==> config.mk <==
export PLATFORM = sky130hd
export DESIGN_NAME = ctrl_pipe_hazard_flat
export DESIGN_NICKNAME = d
export VERILOG_FILES = /design/src/rtl/ctrl_pipe_hazard_if.sv /design/src/rtl/ctrl_pipe_hazard.sv /design/src/flat_wrapper.sv
export SDC_FILE = /design/constraint.sdc
export NUM_CORES = 1
export LEC_CHECK = 0
export ABC_AREA = 1
export CORE_ASPECT_RATIO = 0.6
export CORE_MARGIN = 4
export CORE_UTILIZATION = 43
export DETAILED_ROUTE_END_ITERATION = 7
export GPL_TIMING_DRIVEN = 0
export MAX_ROUTING_LAYER = met4
export PLACE_DENSITY_LB_ADDON = 0.12
export SYNTH_ARGS = -nofsm -noshare
export SYNTH_HDL_FRONTEND = slang
export SYNTH_SLANG_ARGS = --single-unit
==> constraint.sdc <==
create_clock -name clk -period 1.6 [get_ports clk]
set_clock_uncertainty 0.05 [all_clocks]
set_input_delay 0.16 -clock clk [delete_from_list [all_inputs] [get_ports clk]]
set_output_delay 0.16 -clock clk [all_outputs]
set_load 0.005 [all_outputs]
==> src/rtl/ctrl_pipe_hazard_if.sv <==
// ID-stage control bundle and pipeline control outputs for ctrl_pipe_hazard.
// The master side is the decoder/datapath; the slave side is the hazard unit.
interface ctrl_pipe_hazard_if #(
    parameter int RA_W = 5
);
    logic            id_valid;
    logic [1:0]      id_alu_op;
    logic            id_branch;
    logic            id_mem_read;
    logic            id_mem_to_reg;
    logic            id_mem_write;
    logic            id_alu_src;
    logic            id_reg_write;
    logic [RA_W-1:0] id_rs1;
    logic [RA_W-1:0] id_rs2;
    logic [RA_W-1:0] id_rd;
    logic            ex_zero;

    logic [1:0]      ex_alu_op;
    logic            ex_alu_src;
    logic [RA_W-1:0] ex_rs1;
    logic [RA_W-1:0] ex_rs2;
    logic [RA_W-1:0] ex_rd;
    logic            mem_mem_read;
    logic            mem_mem_write;
    logic            mem_reg_write;
    logic            mem_mem_to_reg;
    logic [RA_W-1:0] mem_rd;
    logic            wb_reg_write;
    logic            wb_mem_to_reg;
    logic [RA_W-1:0] wb_rd;
    logic            pc_write;
    logic            ifid_write;
    logic            ifid_flush;
    logic            branch_taken;
    logic [1:0]      fwd_a;
    logic [1:0]      fwd_b;

    modport master (
        output id_valid, id_alu_op, id_branch, id_mem_read, id_mem_to_reg,
               id_mem_write, id_alu_src, id_reg_write, id_rs1, id_rs2,
               id_rd, ex_zero,
        input  ex_alu_op, ex_alu_src, ex_rs1, ex_rs2, ex_rd,
               mem_mem_read, mem_mem_write, mem_reg_write, mem_mem_to_reg,
               mem_rd, wb_reg_write, wb_mem_to_reg, wb_rd, pc_write,
               ifid_write, ifid_flush, branch_taken, fwd_a, fwd_b
    );

    modport slave (
        input  id_valid, id_alu_op, id_branch, id_mem_read, id_mem_to_reg,
               id_mem_write, id_alu_src, id_reg_write, id_rs1, id_rs2,
               id_rd, ex_zero,
        output ex_alu_op, ex_alu_src, ex_rs1, ex_rs2, ex_rd,
               mem_mem_read, mem_mem_write, mem_reg_write, mem_mem_to_reg,
               mem_rd, wb_reg_write, wb_mem_to_reg, wb_rd, pc_write,
               ifid_write, ifid_flush, branch_taken, fwd_a, fwd_b
    );
endinterface

==> src/rtl/ctrl_pipe_hazard.sv <==
// Control pipeline ID/EX -> EX/MEM -> MEM/WB with load-use stall,
// taken-branch flush and EX operand forwarding selects.
module ctrl_pipe_hazard #(
    parameter int RA_W   = 5,
    parameter bit FWD_EN = 1'b1
) (
    input logic              clk,
    input logic              reset,
    ctrl_pipe_hazard_if.slave bus
);
    typedef struct packed {
        logic [1:0]      alu_op;
        logic            branch;
        logic            mem_read;
        logic            mem_to_reg;
        logic            mem_write;
        logic            alu_src;
        logic            reg_write;
        logic [RA_W-1:0] rs1;
        logic [RA_W-1:0] rs2;
        logic [RA_W-1:0] rd;
    } idex_t;

    idex_t           r_ex;
    idex_t           w_ex_nxt;
    logic            r_mem_mem_read;
    logic            r_mem_mem_write;
    logic            r_mem_reg_write;
    logic            r_mem_mem_to_reg;
    logic [RA_W-1:0] r_mem_rd;
    logic            r_wb_reg_write;
    logic            r_wb_mem_to_reg;
    logic [RA_W-1:0] r_wb_rd;
    logic            w_branch_taken;
    logic            w_load_use;
    logic            w_stall;
    logic [1:0]      w_fwd_a;
    logic [1:0]      w_fwd_b;

    function automatic logic [1:0] fwd_sel(input logic [RA_W-1:0] rs);
        logic [1:0] sel;
        sel = 2'b00;
        if (r_mem_reg_write && r_mem_rd != '0 && r_mem_rd == rs)
            sel = 2'b10;
        else if (r_wb_reg_write && r_wb_rd != '0 && r_wb_rd == rs)
            sel = 2'b01;
        return sel;
    endfunction

    // A taken branch kills the ID instruction, so its load-use stall is moot.
    always_comb begin
        w_branch_taken = r_ex.branch & bus.ex_zero;
        w_load_use     = r_ex.mem_read && r_ex.rd != '0 && bus.id_valid &&
                         (r_ex.rd == bus.id_rs1 || r_ex.rd == bus.id_rs2);
        w_stall        = w_load_use & ~w_branch_taken;
        w_ex_nxt       = '0;
        if (bus.id_valid && !w_branch_taken && !w_load_use) begin
            w_ex_nxt.alu_op     = bus.id_alu_op;
            w_ex_nxt.branch     = bus.id_branch;
            w_ex_nxt.mem_read   = bus.id_mem_read;
            w_ex_nxt.mem_to_reg = bus.id_mem_to_reg;
            w_ex_nxt.mem_write  = bus.id_mem_write;
            w_ex_nxt.alu_src    = bus.id_alu_src;
            w_ex_nxt.reg_write  = bus.id_reg_write;
            w_ex_nxt.rs1        = bus.id_rs1;
            w_ex_nxt.rs2        = bus.id_rs2;
            w_ex_nxt.rd         = bus.id_rd;
        end
        w_fwd_a = FWD_EN ? fwd_sel(r_ex.rs1) : 2'b00;
        w_fwd_b = FWD_EN ? fwd_sel(r_ex.rs2) : 2'b00;
    end

    always_ff @(posedge clk or posedge reset) begin
        if (reset) begin
            r_ex             <= '0;
            r_mem_mem_read   <= 1'b0;
            r_mem_mem_write  <= 1'b0;
            r_mem_reg_write  <= 1'b0;
            r_mem_mem_to_reg <= 1'b0;
            r_mem_rd         <= '0;
            r_wb_reg_write   <= 1'b0;
            r_wb_mem_to_reg  <= 1'b0;
            r_wb_rd          <= '0;
        end else begin
            r_ex             <= w_ex_nxt;
            r_mem_mem_read   <= r_ex.mem_read;
            r_mem_mem_write  <= r_ex.mem_write;
            r_mem_reg_write  <= r_ex.reg_write;
            r_mem_mem_to_reg <= r_ex.mem_to_reg;
            r_mem_rd         <= r_ex.rd;
            r_wb_reg_write   <= r_mem_reg_write;
            r_wb_mem_to_reg  <= r_mem_mem_to_reg;
            r_wb_rd          <= r_mem_rd;
        end
    end

    assign bus.ex_alu_op      = r_ex.alu_op;
    assign bus.ex_alu_src     = r_ex.alu_src;
    assign bus.ex_rs1         = r_ex.rs1;
    assign bus.ex_rs2         = r_ex.rs2;
    assign bus.ex_rd          = r_ex.rd;
    assign bus.mem_mem_read   = r_mem_mem_read;
    assign bus.mem_mem_write  = r_mem_mem_write;
    assign bus.mem_reg_write  = r_mem_reg_write;
    assign bus.mem_mem_to_reg = r_mem_mem_to_reg;
    assign bus.mem_rd         = r_mem_rd;
    assign bus.wb_reg_write   = r_wb_reg_write;
    assign bus.wb_mem_to_reg  = r_wb_mem_to_reg;
    assign bus.wb_rd          = r_wb_rd;
    assign bus.pc_write       = ~w_stall;
    assign bus.ifid_write     = ~w_stall;
    assign bus.ifid_flush     = w_branch_taken;
    assign bus.branch_taken   = w_branch_taken;
    assign bus.fwd_a          = w_fwd_a;
    assign bus.fwd_b          = w_fwd_b;
endmodule

==> src/flat_wrapper.sv <==
// flat-port wrapper written by rule: the top's interface ports become plain ports
module ctrl_pipe_hazard_flat 
#(
    parameter int RA_W   = 5,
    parameter bit FWD_EN = 1'b1
)
  (clk, reset, bus_id_valid, bus_id_alu_op, bus_id_branch, bus_id_mem_read, bus_id_mem_to_reg, bus_id_mem_write, bus_id_alu_src, bus_id_reg_write, bus_id_rs1, bus_id_rs2, bus_id_rd, bus_ex_zero, bus_ex_alu_op, bus_ex_alu_src, bus_ex_rs1, bus_ex_rs2, bus_ex_rd, bus_mem_mem_read, bus_mem_mem_write, bus_mem_reg_write, bus_mem_mem_to_reg, bus_mem_rd, bus_wb_reg_write, bus_wb_mem_to_reg, bus_wb_rd, bus_pc_write, bus_ifid_write, bus_ifid_flush, bus_branch_taken, bus_fwd_a, bus_fwd_b);
  ctrl_pipe_hazard_if #(.RA_W(RA_W)) bus_i ();
  input logic clk;
  input logic reset;
  input wire logic [$bits(bus_i.id_valid)-1:0] bus_id_valid;
  input wire logic [$bits(bus_i.id_alu_op)-1:0] bus_id_alu_op;
  input wire logic [$bits(bus_i.id_branch)-1:0] bus_id_branch;
  input wire logic [$bits(bus_i.id_mem_read)-1:0] bus_id_mem_read;
  input wire logic [$bits(bus_i.id_mem_to_reg)-1:0] bus_id_mem_to_reg;
  input wire logic [$bits(bus_i.id_mem_write)-1:0] bus_id_mem_write;
  input wire logic [$bits(bus_i.id_alu_src)-1:0] bus_id_alu_src;
  input wire logic [$bits(bus_i.id_reg_write)-1:0] bus_id_reg_write;
  input wire logic [$bits(bus_i.id_rs1)-1:0] bus_id_rs1;
  input wire logic [$bits(bus_i.id_rs2)-1:0] bus_id_rs2;
  input wire logic [$bits(bus_i.id_rd)-1:0] bus_id_rd;
  input wire logic [$bits(bus_i.ex_zero)-1:0] bus_ex_zero;
  output wire logic [$bits(bus_i.ex_alu_op)-1:0] bus_ex_alu_op;
  output wire logic [$bits(bus_i.ex_alu_src)-1:0] bus_ex_alu_src;
  output wire logic [$bits(bus_i.ex_rs1)-1:0] bus_ex_rs1;
  output wire logic [$bits(bus_i.ex_rs2)-1:0] bus_ex_rs2;
  output wire logic [$bits(bus_i.ex_rd)-1:0] bus_ex_rd;
  output wire logic [$bits(bus_i.mem_mem_read)-1:0] bus_mem_mem_read;
  output wire logic [$bits(bus_i.mem_mem_write)-1:0] bus_mem_mem_write;
  output wire logic [$bits(bus_i.mem_reg_write)-1:0] bus_mem_reg_write;
  output wire logic [$bits(bus_i.mem_mem_to_reg)-1:0] bus_mem_mem_to_reg;
  output wire logic [$bits(bus_i.mem_rd)-1:0] bus_mem_rd;
  output wire logic [$bits(bus_i.wb_reg_write)-1:0] bus_wb_reg_write;
  output wire logic [$bits(bus_i.wb_mem_to_reg)-1:0] bus_wb_mem_to_reg;
  output wire logic [$bits(bus_i.wb_rd)-1:0] bus_wb_rd;
  output wire logic [$bits(bus_i.pc_write)-1:0] bus_pc_write;
  output wire logic [$bits(bus_i.ifid_write)-1:0] bus_ifid_write;
  output wire logic [$bits(bus_i.ifid_flush)-1:0] bus_ifid_flush;
  output wire logic [$bits(bus_i.branch_taken)-1:0] bus_branch_taken;
  output wire logic [$bits(bus_i.fwd_a)-1:0] bus_fwd_a;
  output wire logic [$bits(bus_i.fwd_b)-1:0] bus_fwd_b;
  assign bus_i.id_valid = bus_id_valid;
  assign bus_i.id_alu_op = bus_id_alu_op;
  assign bus_i.id_branch = bus_id_branch;
  assign bus_i.id_mem_read = bus_id_mem_read;
  assign bus_i.id_mem_to_reg = bus_id_mem_to_reg;
  assign bus_i.id_mem_write = bus_id_mem_write;
  assign bus_i.id_alu_src = bus_id_alu_src;
  assign bus_i.id_reg_write = bus_id_reg_write;
  assign bus_i.id_rs1 = bus_id_rs1;
  assign bus_i.id_rs2 = bus_id_rs2;
  assign bus_i.id_rd = bus_id_rd;
  assign bus_i.ex_zero = bus_ex_zero;
  assign bus_ex_alu_op = bus_i.ex_alu_op;
  assign bus_ex_alu_src = bus_i.ex_alu_src;
  assign bus_ex_rs1 = bus_i.ex_rs1;
  assign bus_ex_rs2 = bus_i.ex_rs2;
  assign bus_ex_rd = bus_i.ex_rd;
  assign bus_mem_mem_read = bus_i.mem_mem_read;
  assign bus_mem_mem_write = bus_i.mem_mem_write;
  assign bus_mem_reg_write = bus_i.mem_reg_write;
  assign bus_mem_mem_to_reg = bus_i.mem_mem_to_reg;
  assign bus_mem_rd = bus_i.mem_rd;
  assign bus_wb_reg_write = bus_i.wb_reg_write;
  assign bus_wb_mem_to_reg = bus_i.wb_mem_to_reg;
  assign bus_wb_rd = bus_i.wb_rd;
  assign bus_pc_write = bus_i.pc_write;
  assign bus_ifid_write = bus_i.ifid_write;
  assign bus_ifid_flush = bus_i.ifid_flush;
  assign bus_branch_taken = bus_i.branch_taken;
  assign bus_fwd_a = bus_i.fwd_a;
  assign bus_fwd_b = bus_i.fwd_b;
  ctrl_pipe_hazard #(.RA_W(RA_W), .FWD_EN(FWD_EN)) u_core (.clk(clk), .reset(reset), .bus(bus_i));
endmodule
==> metrics <==
clock sink total 39; Max Buffers Root-to-Sink 2; die width 91.4 um; internal power 1.94 mW; Root Buffer clkbuf_8; First-pass DRT Iterations 4; reg2reg end u_core.bus.ex_rs1[2]; CP Launch Type flop; GPL Wtd Cong around 0.77; post-synthesis sequential area ratio a little over half; switching power 0.573 mW; outcome finished with violations; PnR worst setup slack -121 ps; Finish-stage setup viols 5; final total power 2.51 mW; hold_buf cts 0; Fillers approximately 280; DRC violations left 0; Area contributors post-synth dfrtp_1 (54%), buf_4 (7.9%), inv_1 (7.1%), nor2_1 (7.1%), xnor2_1 (6.8%); synth unique cells 14; CTS tree yes; syn_area_per_cell 9.15 um^2; cells after synthesis 196; area share of the largest cell type after synthesis 54.4%; largest net degree at the start of global routing 40; clk slew on worst S/H paths around 70 ps; share of cells above drive strength 1 30.6%; post-route ant nets 0; GR Overflow Total 0; Worst-Skew Late Latency 290 ps; flop2flop setup slack 140 ps; Hold Fails Final Rpt 0; Vias per Instance 4.42; reported max-cap violation count 0; PortBufs 68; Die Span Y 58.0 um; Power Dens Cells roughly 900 nW/um^2; dpl hpwl ~3000 um; fin. max-slew vios 0; Syn Std Cell Area 1790 um^2; Setup CP Type reg -> out; Tcrit/Tclk final 108%; WP data required ~1400 ps; VDD IR-drop max 0.792 mV; failing checks negative setup slack; initial core utilization 46.9%; initial antenna violation count 0; fin nets 310; CP max FO 4; Post-Route Setup TNS -470 ps; Period minus WS final 1720 ps; Slew @ Worst Pin 775 ps; initial drt markers 29; GR Util All Layers 16.8%; min-delay worst type in -> async; vias in the first global route 1416; DR vias 1462; storage element area 987 um^2; Flop pwr share approximately 44%; core area 3830 um^2; final antenna diode count 0; Top-Level Pins 69; synth warn 0; Util after Layout about three quarters; WL per Instance 12.7 um; Logic pwr share 17.7%; Worst setup EP type output pin; Data arrival, critical path 1510 ps; reg2reg start u_core.bus.ex_rd[2]; Synth-to-Final Area Change 58.4%; first-pass GRT wire length 6570 um; TritonCTS Buffers 5; post-synthesis register bit count 39; Max Fclk between 500 and 600 MHz; slew margin rel. just under 50%; multi-input logic area 612 um^2; routed wire length 4190 um; reg2reg path depth 8; RSZ-0062 raised after global routing true; switching share of power 22.8%; largest area contributor in the netlist dfrtp_1; Die ar. 5300 um^2; Synthesized Nets 223; FP Rows 17; # H-tree levels 2; Clock power frac approximately two fifths; Leakage 1.48 nW
-- cell families (layout without fill, tap and decap cells) --
logic type      Yosys count  in the layout  synth area share (%)
compound gates            2              2                 0.558
xor+xnor                 22             22                  10.7
buf+inv                  55            143                  16.3
flops                    39             39                  54.4
simple gates             78             78                  18.0
-- repair_timing --
item | CTS | global route
buffers inserted | 10 | 2
hold endpoints to repair | 0 | 0
resized for setup | 48 | 24
pin swaps | 20 | 13
setup endpoints to repair | 9 | 24
-- power groups by stage --
stage	logic, mW	registers [mW]	clock network [mW]
global route	0.487	1.12	1.02
CTS	0.436	1.11	0.976
detailed placement	0.401	1.12	0
global placement	0.393	1.12	0
floorplan	0.191	1.11	0
finish	0.445	1.11	0.963
-- critical path, stage by stage, from the launching register on --
cell and delay, ps:
dfrtp_2 450, buf_6 140, xnor2_2 110, nand4_1 120, nor3_2 230, nor2_1 50
buf_2 120
-- worst max path at each step --
stage / startpoint / endpoint / slack (ps) / cells past startpoint
finish: u_core.bus.mem_rd[1] / bus_fwd_a[0] / -120 / 6
CTS: u_core.bus.ex_rs2[1] / bus_fwd_b[0] / -150 / 6
global route: u_core.bus.mem_rd[1] / bus_fwd_a[0] / -230 / 6
global placement: bus_id_rs2[0] / bus_pc_write / -370 / 10
detailed placement: bus_id_rs2[4] / bus_pc_write / -390 / 10
floorplan: u_core.bus.ex_rd[4] / u_core.bus.ex_rd[2] / 340 / 10
-- through the flow --
step	std cells	hold slack, ps	setup slack [ps]	instance area [um^2]
after floorplan	196	216	339	1790
final	331	271	-121	2840
after detailed placement	311	291	-390	2530
after CTS	329	300	-146	2770
after global placement	311	283	-373	2530
after global routing	331	318	-233	2840
-- layer usage --
metal	global-route usage, %	routed length, um	vias to the layer above	share of wire (%)
li1	-	-	733	-
met1	19.7	1870	675	45
met2	27.0	1980	47	47
met3	5.45	275	7	6.6
met4	7.08	70	0	1.7
met5	-	0	-	0
-- cell usage in the layout, fill, tap and decap left out, types with 4 or more instances in the layout --
| master | instances |
|---|---|
| clkdlybuf4s50_1 | 55 |
| nor2_1 | 30 |
| buf_4 | 30 |
| dfrtp_1 | 30 |
| inv_1 | 28 |
| nand2_1 | 19 |
| xnor2_1 | 11 |
| dfrtp_2 | 9 |
| nand2_2 | 8 |
| xor2_1 | 8 |
| inv_2 | 6 |
| nor2_2 | 6 |
| buf_6 | 6 |
| clkbuf_8 | 5 |
| buf_2 | 5 |
| nand4_1 | 4 |
-- cells in the mapped netlist (all sizes together) --
| library cell | count |
|---|---|
| nand2 | 28 |
| nand3 | 5 |
| xor2 | 8 |
| inv | 34 |
| xnor2 | 14 |
| buf | 21 |
| nor3 | 5 |
| nor2 | 36 |
| nand4 | 4 |
| dfrtp | 39 |
| o21ai | 2 |
-- final cells by class --
class,count,share of cell area (%)
sequential,39,34.7
clock inverter,2,2.11
inverter,34,4.49
buffer,21,5.94
multi-input combinational,102,21.5
tap,47,2.07
clock buffer,6,2.55
timing repair buffer,80,26.6
(Power assumes the default switching activity.)
